$ cat config.mk
export PLATFORM = sky130hd
export DESIGN_NAME = button_conditioner
export DESIGN_NICKNAME = d
export VERILOG_FILES = /design/src/rtl/button_pkg.sv /design/src/rtl/debounce_channel.sv /design/src/rtl/button_conditioner.sv
export SDC_FILE = /design/constraint.sdc
export NUM_CORES = 1
export LEC_CHECK = 0
export CORE_MARGIN = 4
export CORE_UTILIZATION = 39
export DETAILED_ROUTE_END_ITERATION = 10
export GPL_TIMING_DRIVEN = 1
export SYNTH_ARGS = -nofsm -noshare
export SYNTH_HDL_FRONTEND = slang
export SYNTH_SLANG_ARGS = --single-unit
$ cat constraint.sdc
create_clock -name clk -period 3.55 [get_ports clk]
set_clock_uncertainty 0.05 [all_clocks]
set_input_delay 0.355 -clock clk [delete_from_list [all_inputs] [get_ports clk]]
set_output_delay 0.355 -clock clk [all_outputs]
set_load 0.005 [all_outputs]
$ cat src/rtl/button_pkg.sv
// Shared definitions for the push-button conditioner: the per-channel
// state encoding and the width of the debounce and repeat counters.
package button_pkg;

  localparam int BTN_CNT_W = 16;

  typedef enum logic [1:0] {
    IDLE   = 2'd0,
    HELD   = 2'd1,
    REPEAT = 2'd2
  } btn_state_e;

endpackage

$ cat src/rtl/debounce_channel.sv
// One push-button channel: 2-flop synchroniser, debounce filter, and a
// press/auto-repeat state machine that raises pulse_req for one cycle per
// press and per repeat tick. pulse_req is combinational; the top registers it.
module debounce_channel
  import button_pkg::*;
#(
  parameter int unsigned DEBOUNCE_CYCLES = 16,
  parameter int unsigned REPEAT_DELAY    = 256,
  parameter int unsigned REPEAT_RATE     = 64
) (
  input  logic clk,
  input  logic rst,
  input  logic btn_raw,
  output logic held,
  output logic pulse_req
);

  // Counter targets narrowed to counter width. The delay target is only
  // consulted when auto-repeat is enabled, so its value for a zero delay
  // does not matter.
  localparam logic [BTN_CNT_W-1:0] DEB_TGT  = BTN_CNT_W'(DEBOUNCE_CYCLES);
  localparam logic [BTN_CNT_W-1:0] DLY_TGT  = BTN_CNT_W'(REPEAT_DELAY - 1);
  localparam logic [BTN_CNT_W-1:0] RATE_TGT = BTN_CNT_W'(REPEAT_RATE - 1);
  localparam bit                   RPT_EN   = (REPEAT_DELAY != 0);

  logic                 sync1_q, sync2_q;
  logic                 lvl_q, lvl_d;
  logic [BTN_CNT_W-1:0] dcnt_q, dcnt_d;
  logic [BTN_CNT_W-1:0] rcnt_q, rcnt_d;
  btn_state_e           state_q, state_d;

  // Two-flop synchroniser, nothing between the stages.
  always_ff @(posedge clk) begin
    if (!rst) begin
      sync1_q <= 1'b0;
      sync2_q <= 1'b0;
    end else begin
      sync1_q <= btn_raw;
      sync2_q <= sync1_q;
    end
  end

  // Debounce: accept a new level only after DEBOUNCE_CYCLES differing samples in a row.
  always_comb begin
    lvl_d  = lvl_q;
    dcnt_d = dcnt_q;
    if (sync2_q == lvl_q) begin
      dcnt_d = '0;
    end else if (dcnt_q + 1'b1 == DEB_TGT) begin
      lvl_d  = ~lvl_q;
      dcnt_d = '0;
    end else begin
      dcnt_d = dcnt_q + 1'b1;
    end
  end

  // Press/repeat state machine: pulse on press, then after the delay, then every rate period.
  always_comb begin
    state_d   = state_q;
    rcnt_d    = rcnt_q;
    pulse_req = 1'b0;
    case (state_q)
      IDLE: begin
        rcnt_d = '0;
        if (lvl_q) begin
          pulse_req = 1'b1;
          state_d   = HELD;
        end
      end
      HELD: begin
        if (!lvl_q) begin
          state_d = IDLE;
          rcnt_d  = '0;
        end else if (RPT_EN && (rcnt_q == DLY_TGT)) begin
          pulse_req = 1'b1;
          rcnt_d    = '0;
          state_d   = REPEAT;
        end else begin
          rcnt_d = rcnt_q + 1'b1;
        end
      end
      REPEAT: begin
        if (!lvl_q) begin
          state_d = IDLE;
          rcnt_d  = '0;
        end else if (rcnt_q == RATE_TGT) begin
          pulse_req = 1'b1;
          rcnt_d    = '0;
        end else begin
          rcnt_d = rcnt_q + 1'b1;
        end
      end
      default: begin
        state_d = IDLE;
        rcnt_d  = '0;
      end
    endcase
  end

  // State, level and counter registers with synchronous active-low reset.
  always_ff @(posedge clk) begin
    if (!rst) begin
      lvl_q   <= 1'b0;
      dcnt_q  <= '0;
      rcnt_q  <= '0;
      state_q <= IDLE;
    end else begin
      lvl_q   <= lvl_d;
      dcnt_q  <= dcnt_d;
      rcnt_q  <= rcnt_d;
      state_q <= state_d;
    end
  end

  assign held = lvl_q;

endmodule

$ cat src/rtl/button_conditioner.sv
// Two-channel plus/minus button front end. Each channel is conditioned by a
// debounce_channel; simultaneous requests cancel so the downstream counter
// sees no net change, and accepted requests become registered one-cycle pulses.
module button_conditioner
  import button_pkg::*;
#(
  parameter int unsigned DEBOUNCE_CYCLES = 16,
  parameter int unsigned REPEAT_DELAY    = 256,
  parameter int unsigned REPEAT_RATE     = 64
) (
  input  logic clk,
  input  logic rst,
  input  logic btn_plus_raw,
  input  logic btn_minus_raw,
  output logic button_plus,
  output logic button_minus,
  output logic plus_held,
  output logic minus_held
);

  logic req_plus, req_minus;
  logic button_plus_q, button_plus_d;
  logic button_minus_q, button_minus_d;

  debounce_channel #(
    .DEBOUNCE_CYCLES(DEBOUNCE_CYCLES),
    .REPEAT_DELAY   (REPEAT_DELAY),
    .REPEAT_RATE    (REPEAT_RATE)
  ) u_plus (
    .clk      (clk),
    .rst      (rst),
    .btn_raw  (btn_plus_raw),
    .held     (plus_held),
    .pulse_req(req_plus)
  );

  debounce_channel #(
    .DEBOUNCE_CYCLES(DEBOUNCE_CYCLES),
    .REPEAT_DELAY   (REPEAT_DELAY),
    .REPEAT_RATE    (REPEAT_RATE)
  ) u_minus (
    .clk      (clk),
    .rst      (rst),
    .btn_raw  (btn_minus_raw),
    .held     (minus_held),
    .pulse_req(req_minus)
  );

  // Arbitration: a lone request passes, coincident requests are both dropped.
  always_comb begin
    button_plus_d  = req_plus & ~req_minus;
    button_minus_d = req_minus & ~req_plus;
  end

  // Output pulse registers.
  always_ff @(posedge clk) begin
    if (!rst) begin
      button_plus_q  <= 1'b0;
      button_minus_q <= 1'b0;
    end else begin
      button_plus_q  <= button_plus_d;
      button_minus_q <= button_minus_d;
    end
  end

  assign button_plus  = button_plus_q;
  assign button_minus = button_minus_q;

endmodule

==> flow_metrics.tcl <==
set metrics [dict create \
    final_layout_size_suffix_gt1_share_pct 6.74 \
    finalSetupTns_ns 0 \
    final_core_util_pct 44.3 \
    clock_sinks 76 \
    cp_common_cell "nand3_1" \
    grt_pass1_vias 2705 \
    min_path_type "flip-flop to flip-flop" \
    crit_family "simple AND/OR/NAND/NOR gates" \
    synth.top_cell.area_share_pct 40.8 \
    synth_async_sr_flop_share_pct 0 \
    p_leak_uw 0.00138 \
    drt_iter0_drc 108 \
    die_h_um 106 \
    drv_cap 0 \
    max_slew_margin_pct 57.4 \
    slowest_delay_ns 0.44 \
    drv_slew 0 \
    nFillCells 947 \
    area_growth_pct 10.4 \
    yosysWarnings 0 \
    synth_seq_cells 76 \
    core_area_mm2 0.00928 \
    portBuffers 7 \
    startpoint_type "flip-flop" \
    cts_buffer_depth 2 \
    synth.area.top_cells "dfxtp_1 41%, nor2_1 8.4%, xnor2_1 8.0%, xor2_1 6.6%, ha_1 4.4%" \
    num_vias 2820 \
    syn_area_mm2 0.00373 \
    cp_max_fo 8 \
    path_clk_slew_ns 0.08 \
    synth.distinct_cells 57 \
    min_path_cells 1 \
    rows 35 \
    grt_max_degree 17 \
    critical_path.cell_chain "ha_1 -> nand3_1 -> nor3_1 -> nand3_1 -> a221oi_2 -> a31o_2 -> nor2_1" \
    rsz0062_at_grt "no" \
    path_class "flip-flop to flip-flop" \
    grt_overflow_total 0 \
    io-pin-count 8 \
    synth_top_area_cell "dfxtp_1" \
    dieArea_mm2 0.0112 \
    ant_nets 0 \
    worst_pin_slew_ns 0.637 \
    status "finished, final reports clean" \
    synthFlopType "dfxtp_1" \
    grtUsageMet2_pct 20.7 \
    cpMaxStageDelayCell "dfxtp_1" \
    busiest_layer "met2" \
    cts_made_buffers 9 \
    min_to "u_minus.sync2_q" \
    cts_max_level 3 \
    yosys.cell_count.top_type "nor2_1" \
    synth_area_per_cell_um2 8.63 \
    initial_core_util_pct 40.1 \
    post_cts_resize_count 0 \
    post-route-period-util_pct 62.7 \
    ir_drop_mv 0.246 \
    first_pass_iters 4 \
    fp.dieW_um 106 \
    cp_num_buf_inv 0 \
    place_congestion 0.799 \
    pre_cts_ws_ns 1.32 \
    vias_per_cell 4.91 \
    routedWlPerCell_um 11.5 \
    reg2reg_depth 7 \
    post_cts_buffers 0 \
    synth_common_cells "83 x nor2_1, 76 x dfxtp_1, 34 x xnor2_1" \
    hold_viol_final 0 \
    synth_seq_area_share_pct 40.8 \
    fin_ws_ns 1.32 \
    critPathArrivalTime_ns 2.40 \
    cp.required_ns 3.72 \
    setup_violations 0 \
    grtUsageTotal_pct 12.6 \
    cts_tree "yes" \
    post-route-drc-count 0 \
    synth_edf_count 0 \
    max_freq_mhz 449 \
    min_from "u_minus.sync1_q" \
    hpwlAfterDp_mm 4.71 \
    finalNetCount 457 \
    root_buffer "clkbuf_8" \
    clock_latency_ns 0.34 \
    antennaDiodeCount 0 \
    period_minus_slack_ns 2.23 \
    grtUsageMet1_pct 15.9 \
    p_per_area_mw_per_mm2 384 \
    r2r_end "u_plus.dcnt_q[6]" \
    ctsHoldBuffers 0 \
    wl_mm 6.61 \
    syn_inst 432 \
    antenna_found_initial 0 \
    crit_path_end_kind "flip-flop" \
    grt_pass1_wl_mm 11.7 \
    syn-num-nets 449 \
    met3_usage_pct 3.67 \
    r2r_start "u_plus.dcnt_q[0]" \
    rrSetupSlack_ns 1.32 \
]
[routing by layer]
layer	share of wire, %	up-vias
li1	-	1497
met1	51	1291
met2	46	30
met3	2.7	2
met4	0.62	0
met5	0	-
[stage by stage]
stage	cell area [um2]	total power [uW]	instances	hold slack (ns)
global placement	3900	890	558	0.364
floorplan	3730	884	432	0.361
CTS	4120	1610	574	0.391
finish	4120	1580	574	0.383
detailed placement	3900	890	558	0.373
global route	4120	1650	574	0.426
[sequential cells by signal, indices dropped and copies added (netlist names)]
| register | cells |
|---|---|
| u_minus.sync1_q | 1 |
| button_minus | 1 |
| u_minus.state_q | 2 |
| u_plus.state_q | 2 |
| u_plus.sync1_q | 1 |
| u_minus.sync2_q | 1 |
| u_plus.dcnt_q | 16 |
| u_plus.held | 1 |
| u_plus.sync2_q | 1 |
| u_minus.dcnt_q | 16 |
| u_plus.rcnt_q | 16 |
| button_plus | 1 |
| u_minus.rcnt_q | 16 |
| u_minus.held | 1 |
[how the worst max path moves through the flow]
stage                                  from                  to  slack (ns)  cells past startpoint
after CTS                  u_plus.dcnt_q[0]    u_plus.dcnt_q[6]        1.32                      7
after detailed placement                rst   u_minus.rcnt_q[6]        1.32                      3
after global placement                  rst  u_minus.rcnt_q[13]        1.39                      3
after global routing       u_plus.dcnt_q[0]    u_plus.dcnt_q[6]        1.07                      7
after floorplan           u_minus.dcnt_q[0]  u_minus.dcnt_q[14]        1.54                      8
final                      u_plus.dcnt_q[0]    u_plus.dcnt_q[6]        1.32                      7
[cell usage in the layout, fill, tap and decap left out, types with 4 or more instances in the layout]
cell type        count
a21oi_1              6
and2_1               6
and3_1              12
clkbuf_8             9
clkdlybuf4s50_1      7
dfxtp_1             76
ha_1                13
inv_1               16
mux2i_1              4
nand2_1             32
nand3_1             27
nand4_1             17
nor2_1              83
nor3_1               8
nor4_1               5
o21ai_0              5
or3_1                4
xnor2_1             34
xor2_1              28
[area by class of cell]
class                           instances  area, um2  area share [%]
Inverter                               16       60.1            1.46
Multi-Input combinational cell        330       2090            50.7
Timing Repair Buffer                    7       70.1            1.70
Clock buffer                           10        128            3.10
Tap cell                              129        161            3.92
Clock inverter                          6       88.8            2.16
Sequential cell                        76       1520            37.0
[cell families after synthesis]
family / synth area share, %
and+or+nand+nor: 29.8
DFF: 40.8
xor gates and xnor gates: 14.6
AOI/OAI and AO/OA: 5.91
buffers and inverters: 3.19
adders and majority gates: 4.36
muxes: 1.38
[power by group]
group | switching, uW | total (uW) | internal (uW)
sequential | 1.60 | 856 | 854
combinational | 7.72 | 13.3 | 5.56
clock | 317 | 713 | 396
total | 326 | 1580 | 1260
(Power assumes the default switching activity.)
